[config.mk]
export PLATFORM = sky130hd
export DESIGN_NAME = alu_multicycle
export DESIGN_NICKNAME = d
export VERILOG_FILES = /design/src/rtl/alu_pkg.sv /design/src/rtl/alu_mul_iter.sv /design/src/rtl/alu_multicycle.sv
export SDC_FILE = /design/constraint.sdc
export NUM_CORES = 1
export LEC_CHECK = 0
export BUFFER_PORTS_ARGS = -buffer_cell sky130_fd_sc_hd__buf_2
export CAP_MARGIN = 20
export CORE_UTILIZATION = 35
export CTS_CLUSTER_SIZE = 20
export DETAILED_ROUTE_END_ITERATION = 6
export SLEW_MARGIN = 20
export SYNTH_ARGS = -nofsm -noshare
export SYNTH_HDL_FRONTEND = slang
export SYNTH_SLANG_ARGS = --single-unit
[constraint.sdc]
create_clock -name clk -period 4.9 [get_ports clk]
set_clock_uncertainty 0.2 [all_clocks]
set_input_delay 0.245 -clock clk [delete_from_list [all_inputs] [get_ports clk]]
set_output_delay 0.245 -clock clk [all_outputs]
set_load 0.01 [all_outputs]
[src/rtl/alu_pkg.sv]
// Shared types for the multi-cycle ALU: opcodes, control states and the C/Z flag pair.
`timescale 1ns/1ps
package alu_pkg;

  typedef enum logic [3:0] {
    OP_ADD  = 4'd0,
    OP_ADDC = 4'd1,
    OP_SUB  = 4'd2,
    OP_SUBC = 4'd3,
    OP_CMP  = 4'd4,
    OP_AND  = 4'd5,
    OP_OR   = 4'd6,
    OP_EXOR = 4'd7,
    OP_TEST = 4'd8,
    OP_LSL  = 4'd9,
    OP_LSR  = 4'd10,
    OP_ROL  = 4'd11,
    OP_ROR  = 4'd12,
    OP_ASR  = 4'd13,
    OP_MOV  = 4'd14,
    OP_MUL  = 4'd15
  } opcode_e;

  typedef enum logic [1:0] {
    ST_IDLE = 2'd0,
    ST_BUSY = 2'd1,
    ST_DONE = 2'd2
  } state_e;

  typedef struct packed {
    logic c;
    logic z;
  } flags_t;

  // CMP and TEST only produce flags; everything else writes its result back.
  function automatic logic is_writeback(input opcode_e op);
    return !((op == OP_CMP) || (op == OP_TEST));
  endfunction

endpackage

[src/rtl/alu_mul_iter.sv]
// Iterative shift-add multiplier: one partial product per cycle, WIDTH cycles after start.
`timescale 1ns/1ps
module alu_mul_iter #(
  parameter int WIDTH = 8
) (
  input  logic                 clk,
  input  logic                 rst,
  input  logic                 start,
  input  logic [WIDTH-1:0]     a,
  input  logic [WIDTH-1:0]     b,
  output logic                 done,
  output logic [2*WIDTH-1:0]   product
);

  localparam int CNT_W = $clog2(WIDTH);

  logic                 busy_reg;
  logic [CNT_W-1:0]     cnt_reg;
  logic [2*WIDTH-1:0]   mcand_reg;
  logic [WIDTH-1:0]     mplier_reg;
  logic [2*WIDTH-1:0]   acc_reg;
  logic [2*WIDTH-1:0]   acc_next;

  // done and product reflect the final accumulation so the caller can register
  // the product on the same edge the last partial product is added.
  always_comb begin
    acc_next = acc_reg + (mplier_reg[0] ? mcand_reg : '0);
    done     = busy_reg && (cnt_reg == CNT_W'(WIDTH - 1));
    product  = acc_next;
  end

  always_ff @(posedge clk) begin
    if (rst) begin
      busy_reg   <= 1'b0;
      cnt_reg    <= '0;
      mcand_reg  <= '0;
      mplier_reg <= '0;
      acc_reg    <= '0;
    end else if (start) begin
      busy_reg   <= 1'b1;
      cnt_reg    <= '0;
      mcand_reg  <= {{WIDTH{1'b0}}, a};
      mplier_reg <= b;
      acc_reg    <= '0;
    end else if (busy_reg) begin
      acc_reg    <= acc_next;
      mcand_reg  <= mcand_reg << 1;
      mplier_reg <= mplier_reg >> 1;
      cnt_reg    <= cnt_reg + 1'b1;
      if (done) begin
        busy_reg <= 1'b0;
      end
    end
  end

endmodule

[src/rtl/alu_multicycle.sv]
// Multi-cycle ALU with valid/ready handshakes, architectural C/Z flags and an
// interrupt shadow copy of the flags; MUL runs on the iterative multiplier.
`timescale 1ns/1ps
module alu_multicycle
  import alu_pkg::*;
#(
  parameter int WIDTH  = 8,
  parameter bit MUL_EN = 1'b1
) (
  input  logic             clk,
  input  logic             rst,
  input  logic [WIDTH-1:0] a,
  input  logic [WIDTH-1:0] b,
  input  logic [3:0]       sel,
  input  logic             in_valid,
  output logic             in_ready,
  output logic             out_valid,
  input  logic             out_ready,
  output logic [WIDTH-1:0] result,
  output logic             wb_en,
  output logic             c_flag,
  output logic             z_flag,
  input  logic             flg_save,
  input  logic             flg_restore
);

  state_e             state_reg, state_next;
  logic [WIDTH-1:0]   result_reg;
  logic               wb_en_reg;
  flags_t             pend_reg;
  flags_t             flags_reg;
  flags_t             shadow_reg;

  opcode_e            op;
  logic               is_mul;
  logic               accept;
  logic               handshake;
  logic               cin;
  logic [WIDTH:0]     ext;
  logic [WIDTH-1:0]   alu_res;
  logic               alu_c;
  logic               mul_done;
  logic [2*WIDTH-1:0] mul_product;

  assign op        = opcode_e'(sel);
  assign is_mul    = MUL_EN && (op == OP_MUL);
  assign out_valid = (state_reg == ST_DONE);
  assign in_ready  = (state_reg == ST_IDLE) || ((state_reg == ST_DONE) && out_ready);
  assign accept    = in_valid && in_ready;
  assign handshake = out_valid && out_ready;
  // A result retiring this cycle has not reached flags_reg yet, so take its carry directly.
  assign cin       = handshake ? pend_reg.c : flags_reg.c;

  assign result = result_reg;
  assign wb_en  = wb_en_reg;
  assign c_flag = flags_reg.c;
  assign z_flag = flags_reg.z;

  always_comb begin
    ext     = '0;
    alu_res = '0;
    alu_c   = 1'b0;
    case (op)
      OP_ADD:  begin ext = {1'b0, a} + {1'b0, b};                           alu_res = ext[WIDTH-1:0]; alu_c = ext[WIDTH]; end
      OP_ADDC: begin ext = {1'b0, a} + {1'b0, b} + {{WIDTH{1'b0}}, cin};    alu_res = ext[WIDTH-1:0]; alu_c = ext[WIDTH]; end
      OP_SUB,
      OP_CMP:  begin ext = {1'b0, a} - {1'b0, b};                           alu_res = ext[WIDTH-1:0]; alu_c = ext[WIDTH]; end
      OP_SUBC: begin ext = {1'b0, a} - {1'b0, b} - {{WIDTH{1'b0}}, cin};    alu_res = ext[WIDTH-1:0]; alu_c = ext[WIDTH]; end
      OP_AND,
      OP_TEST: alu_res = a & b;
      OP_OR:   alu_res = a | b;
      OP_EXOR: alu_res = a ^ b;
      OP_LSL:  begin alu_res = {a[WIDTH-2:0], cin};        alu_c = a[WIDTH-1]; end
      OP_LSR:  begin alu_res = {cin, a[WIDTH-1:1]};        alu_c = a[0];       end
      OP_ROL:  begin alu_res = {a[WIDTH-2:0], a[WIDTH-1]}; alu_c = a[WIDTH-1]; end
      OP_ROR:  begin alu_res = {a[0], a[WIDTH-1:1]};       alu_c = a[0];       end
      OP_ASR:  begin alu_res = {a[WIDTH-1], a[WIDTH-1:1]}; alu_c = a[0];       end
      // MOV passes operand B; MUL lands here too when the multiplier is disabled.
      default: alu_res = b;
    endcase
  end

  always_comb begin
    state_next = state_reg;
    case (state_reg)
      ST_IDLE: if (accept) state_next = is_mul ? ST_BUSY : ST_DONE;
      ST_BUSY: if (mul_done) state_next = ST_DONE;
      ST_DONE: if (out_ready) state_next = accept ? (is_mul ? ST_BUSY : ST_DONE) : ST_IDLE;
      default: state_next = ST_IDLE;
    endcase
  end

  always_ff @(posedge clk) begin
    if (rst) begin
      state_reg <= ST_IDLE;
    end else begin
      state_reg <= state_next;
    end
  end

  always_ff @(posedge clk) begin
    if (rst) begin
      result_reg <= '0;
      wb_en_reg  <= 1'b0;
      pend_reg   <= '0;
      flags_reg  <= '0;
      shadow_reg <= '0;
    end else begin
      if (accept && !is_mul) begin
        result_reg <= alu_res;
        wb_en_reg  <= is_writeback(op);
        pend_reg.c <= alu_c;
        pend_reg.z <= (alu_res == '0);
      end else if (mul_done) begin
        result_reg <= mul_product[WIDTH-1:0];
        wb_en_reg  <= 1'b1;
        pend_reg.c <= |mul_product[2*WIDTH-1:WIDTH];
        pend_reg.z <= (mul_product[WIDTH-1:0] == '0);
      end
      // Restore is written last so it overrides a same-cycle retirement; save
      // reads the pre-update flags, which also makes save+restore a swap.
      if (handshake) begin
        flags_reg <= pend_reg;
      end
      if (flg_restore) begin
        flags_reg <= shadow_reg;
      end
      if (flg_save) begin
        shadow_reg <= flags_reg;
      end
    end
  end

  alu_mul_iter #(
    .WIDTH (WIDTH)
  ) u_mul (
    .clk     (clk),
    .rst     (rst),
    .start   (accept && is_mul),
    .a       (a),
    .b       (b),
    .done    (mul_done),
    .product (mul_product)
  );

endmodule

==> impl_metrics.csv <==
group,metric,value,unit
run_status,outcome,"finished, final reports clean",
synthesis,synth_cell_types,86,
power,combPwrFrac,24.2,%
synthesis,yosysSeqAreaShare,21.9,%
floorplan,num_rows,45,
routing,num_vias,5204,
sta,max_freq,0.260,GHz
clock_network,clock-root-buffer,"clkbuf_16",
worst_hold_path,hp-class,"in2reg",
place,placed_cell_area,5850,sq um
worst_hold_path,hold_depth,3,
sta,tns,0,ns
synthesis,yosysMostFrequentCell,"nor2_1",
power,p_leak,2.47,nW
layout,syn2layout_area_growth,10.3,%
setup_path,cp.required,4.89,ns
setup_path,crit_arrival,3.83,ns
setup_path,worstSetupStartpointType,"register",
synthesis,synthSimpleGateAreaFrac,22.3,%
place,port_buffers,38,
place,gp_congestion,0.989,
routing,drtAntennaViolNets,0,
clock_network,htreeDepth,3,
layout,utilization,40.1,%
synthesis,synth_ff_type,"dfxtp_1",
clock_network,postCtsSetupBuffers,0,
layout,design_area,6160,sq um
setup_path,endpoint_kind,"register",
setup_path,r2r_slack,1.05,ns
power,seqPwrFrac,34.8,%
synthesis,async_flop_share,0,%
layout,antenna_cells,0,
sta,period_needed,3.85,ns
synthesis,synth_fa_ha_area_share,11.2,%
synthesis,synth_top_cell_by_area,"dfxtp_1",
setup_path,slowest_delay,0.63,ns
setup_path,critPathMaxFanout,17,
power,p_per_area,242,nW/um^2
sta,final_hold_viol_count,0,
grt,grt_start_max_net_pins,47,
sta,maxSlewViolCount,0,
clock_network,cts_made_buffers,9,
synthesis,syn_nets,775,
synthesis,synth_xor_area_share,5.26,%
layout,drive_gt1_share,11.9,%
synthesis,synth_area_leaders,"dfxtp_1, ha_1, mux2i_1",
setup_path,crit_family,"simple AND/OR/NAND/NOR gates",
routing,wl_per_cell,17.9,microns
clock_network,cts.clk_slew.worst_paths,0.05,ns
floorplan,die_w,128,microns
synthesis,synth_top_area_share,21.9,%
routing,drt_pass1_iterations,7,
routing,routed_wl,16600,microns
grt,antenna_found_initial,0,
setup_path,reg2regPathDepth,11,
synthesis,postSynthCellCount,701,
flow_run,maxCapViolCount,0,
clock_network,cts_max_path_buffers,2,
power,p_sw_share,30.6,%
clock_network,cts.sinks,61,
synthesis,synthTopCellsByCount,"nor2_1, dfxtp_1, mux2i_1",
setup_path,cpMaxStageDelayCell,"nor4bb_1",
power,ir_worst_vdd,115,uV
synthesis,synthMuxAreaShare,8.24,%
setup_path,crit_chain,"nand2_1, inv_1, ha_1, a211oi_2, o21ai_1, a2111oi_2, nor2_1, xor2_1, nor4b_1, nor4bb_1, o22ai_1",
setup_path,crit_buf_inv,1,
sta,relSlewSlack,47.3,%
setup_path,critical_path_class,"reg2reg",
synthesis,synth_top_family_by_area,"compound AO/OA/AOI/OAI gates",
layout,nNetsFinal,787,
synthesis,yosys_warnings,0,
sta,post-route-period-util,78.5,%
routing,drc,0,
power,power_frac_clock,41.0,%
grt,grt_overflow,0,
synthesis,yosys_register_bits,61,
floorplan,die_h,128,microns
synthesis,synth_compound_area_share,24.7,%
clock_network,cts_resized,0,
sta,setup_viol,0,
routing,viasPerCell,5.61,
sta,rsz0062_at_grt,"false",
clock_network,clk_latency,0.33,ns
power,power_switching,0.457,mW
synthesis,synth-edff-count,0,
floorplan,pin_count,39,
power,p_int,1.04,mW
synthesis,syn_area,5590,sq um
floorplan,initial_core_util,36.4,%
grt,grt_pass1_vias,4998,
routing,drtIter0Drc,643,
floorplan,core,15400,sq um
grt,grt_use_total,20.9,%
synthesis,syn_avg_cell_area,7.97,sq um
grt,grt_pass1_wl,26900,microns
sta,worst_pin_slew,0.784,ns
floorplan,die_area,16500,sq um
place,hpwl,12500,microns
clock_network,cts_tree,"yes",
setup_path,path_depth,11,
-- metal layers --
metal | track usage [%] | wire, microns | up-vias
met2 | 33.8 | 7620 | 167
met1 | 27.7 | 7460 | 2418
li1 | - | - | 2588
met3 | 3.58 | 1090 | 31
met4 | 8.24 | 444 | 0
met5 | 0 | 0 | -
-- worst min-delay path: stages --
cell and delay, ns:
buf_2 0.11, mux2i_1 0.07, nor2_1 0.08
-- layout by cell type, fill, tap and decap left out, types with 11 or more instances in the layout --
| cell | count |
|---|---|
| a211oi_1 | 23 |
| a21oi_1 | 36 |
| and2_1 | 17 |
| buf_2 | 38 |
| dfxtp_1 | 60 |
| ha_1 | 45 |
| inv_1 | 35 |
| mux2i_1 | 46 |
| nand2_1 | 44 |
| nand3_1 | 19 |
| nor2_1 | 80 |
| nor3_1 | 21 |
| o21ai_0 | 24 |
| xnor2_1 | 17 |
| xor2_1 | 11 |
-- timing repair --
item | 4_1_cts | 5_1_grt
setup endpoints to repair | 0 | 0
hold buffers | 1 | 0
hold endpoints to repair | 2 | 0
-- stage by stage --
stage	hold WS (ns)	setup WS [ns]	power, mW	instances
floorplan	0.188	1.92	0.788	701
global placement	0.271	1.03	0.884	912
detailed placement	0.275	1.04	0.882	912
CTS	0.00535	1.02	1.50	928
global route	0.0198	0.668	1.56	928
finish	0.0133	1.05	1.49	928
-- power groups by stage --
stage	Clock, mW	Sequential, mW	Combinational (mW)
floorplan	0	0.530	0.258
global placement	0	0.530	0.354
detailed placement	0	0.530	0.352
CTS	0.628	0.520	0.354
global route	0.652	0.521	0.392
finish	0.613	0.519	0.361
-- layout make-up --
type | instances | area (sq um)
fill | 1609 | 9210
clock buffer | 13 | 280
timing repair buffer | 43 | 230
tap | 211 | 264
clock inverter | 2 | 16.3
sequential | 61 | 1220
inverter | 38 | 143
multi-input combinational | 560 | 4010
-- worst paths after layout --
check	start	to
worst max-delay path	u_mul.mplier_reg[0]$_SDFFE_PP0P_	pend_reg[1]$_SDFFE_PP0P_
worst min-delay path	flg_save	shadow_reg[0]$_SDFFE_PP0P_
worst max register to register	u_mul.mplier_reg[0]$_SDFFE_PP0P_	pend_reg[1]$_SDFFE_PP0P_
worst min register to register	shadow_reg[1]$_SDFFE_PP0P_	c_flag$_SDFFE_PP0P_
-- cells by family (layout without fill, tap and decap cells) --
| logic type | count (synthesis) | count (layout) |
|---|---|---|
| and+or+nand+nor | 246 | 246 |
| AOI/OAI and AO/OA | 189 | 189 |
| DFF | 61 | 61 |
| buffers and inverters | 80 | 96 |
| xor gates and xnor gates | 31 | 31 |
| adders and majority gates | 48 | 48 |
| muxes | 46 | 46 |
(Power assumes the default switching activity.)
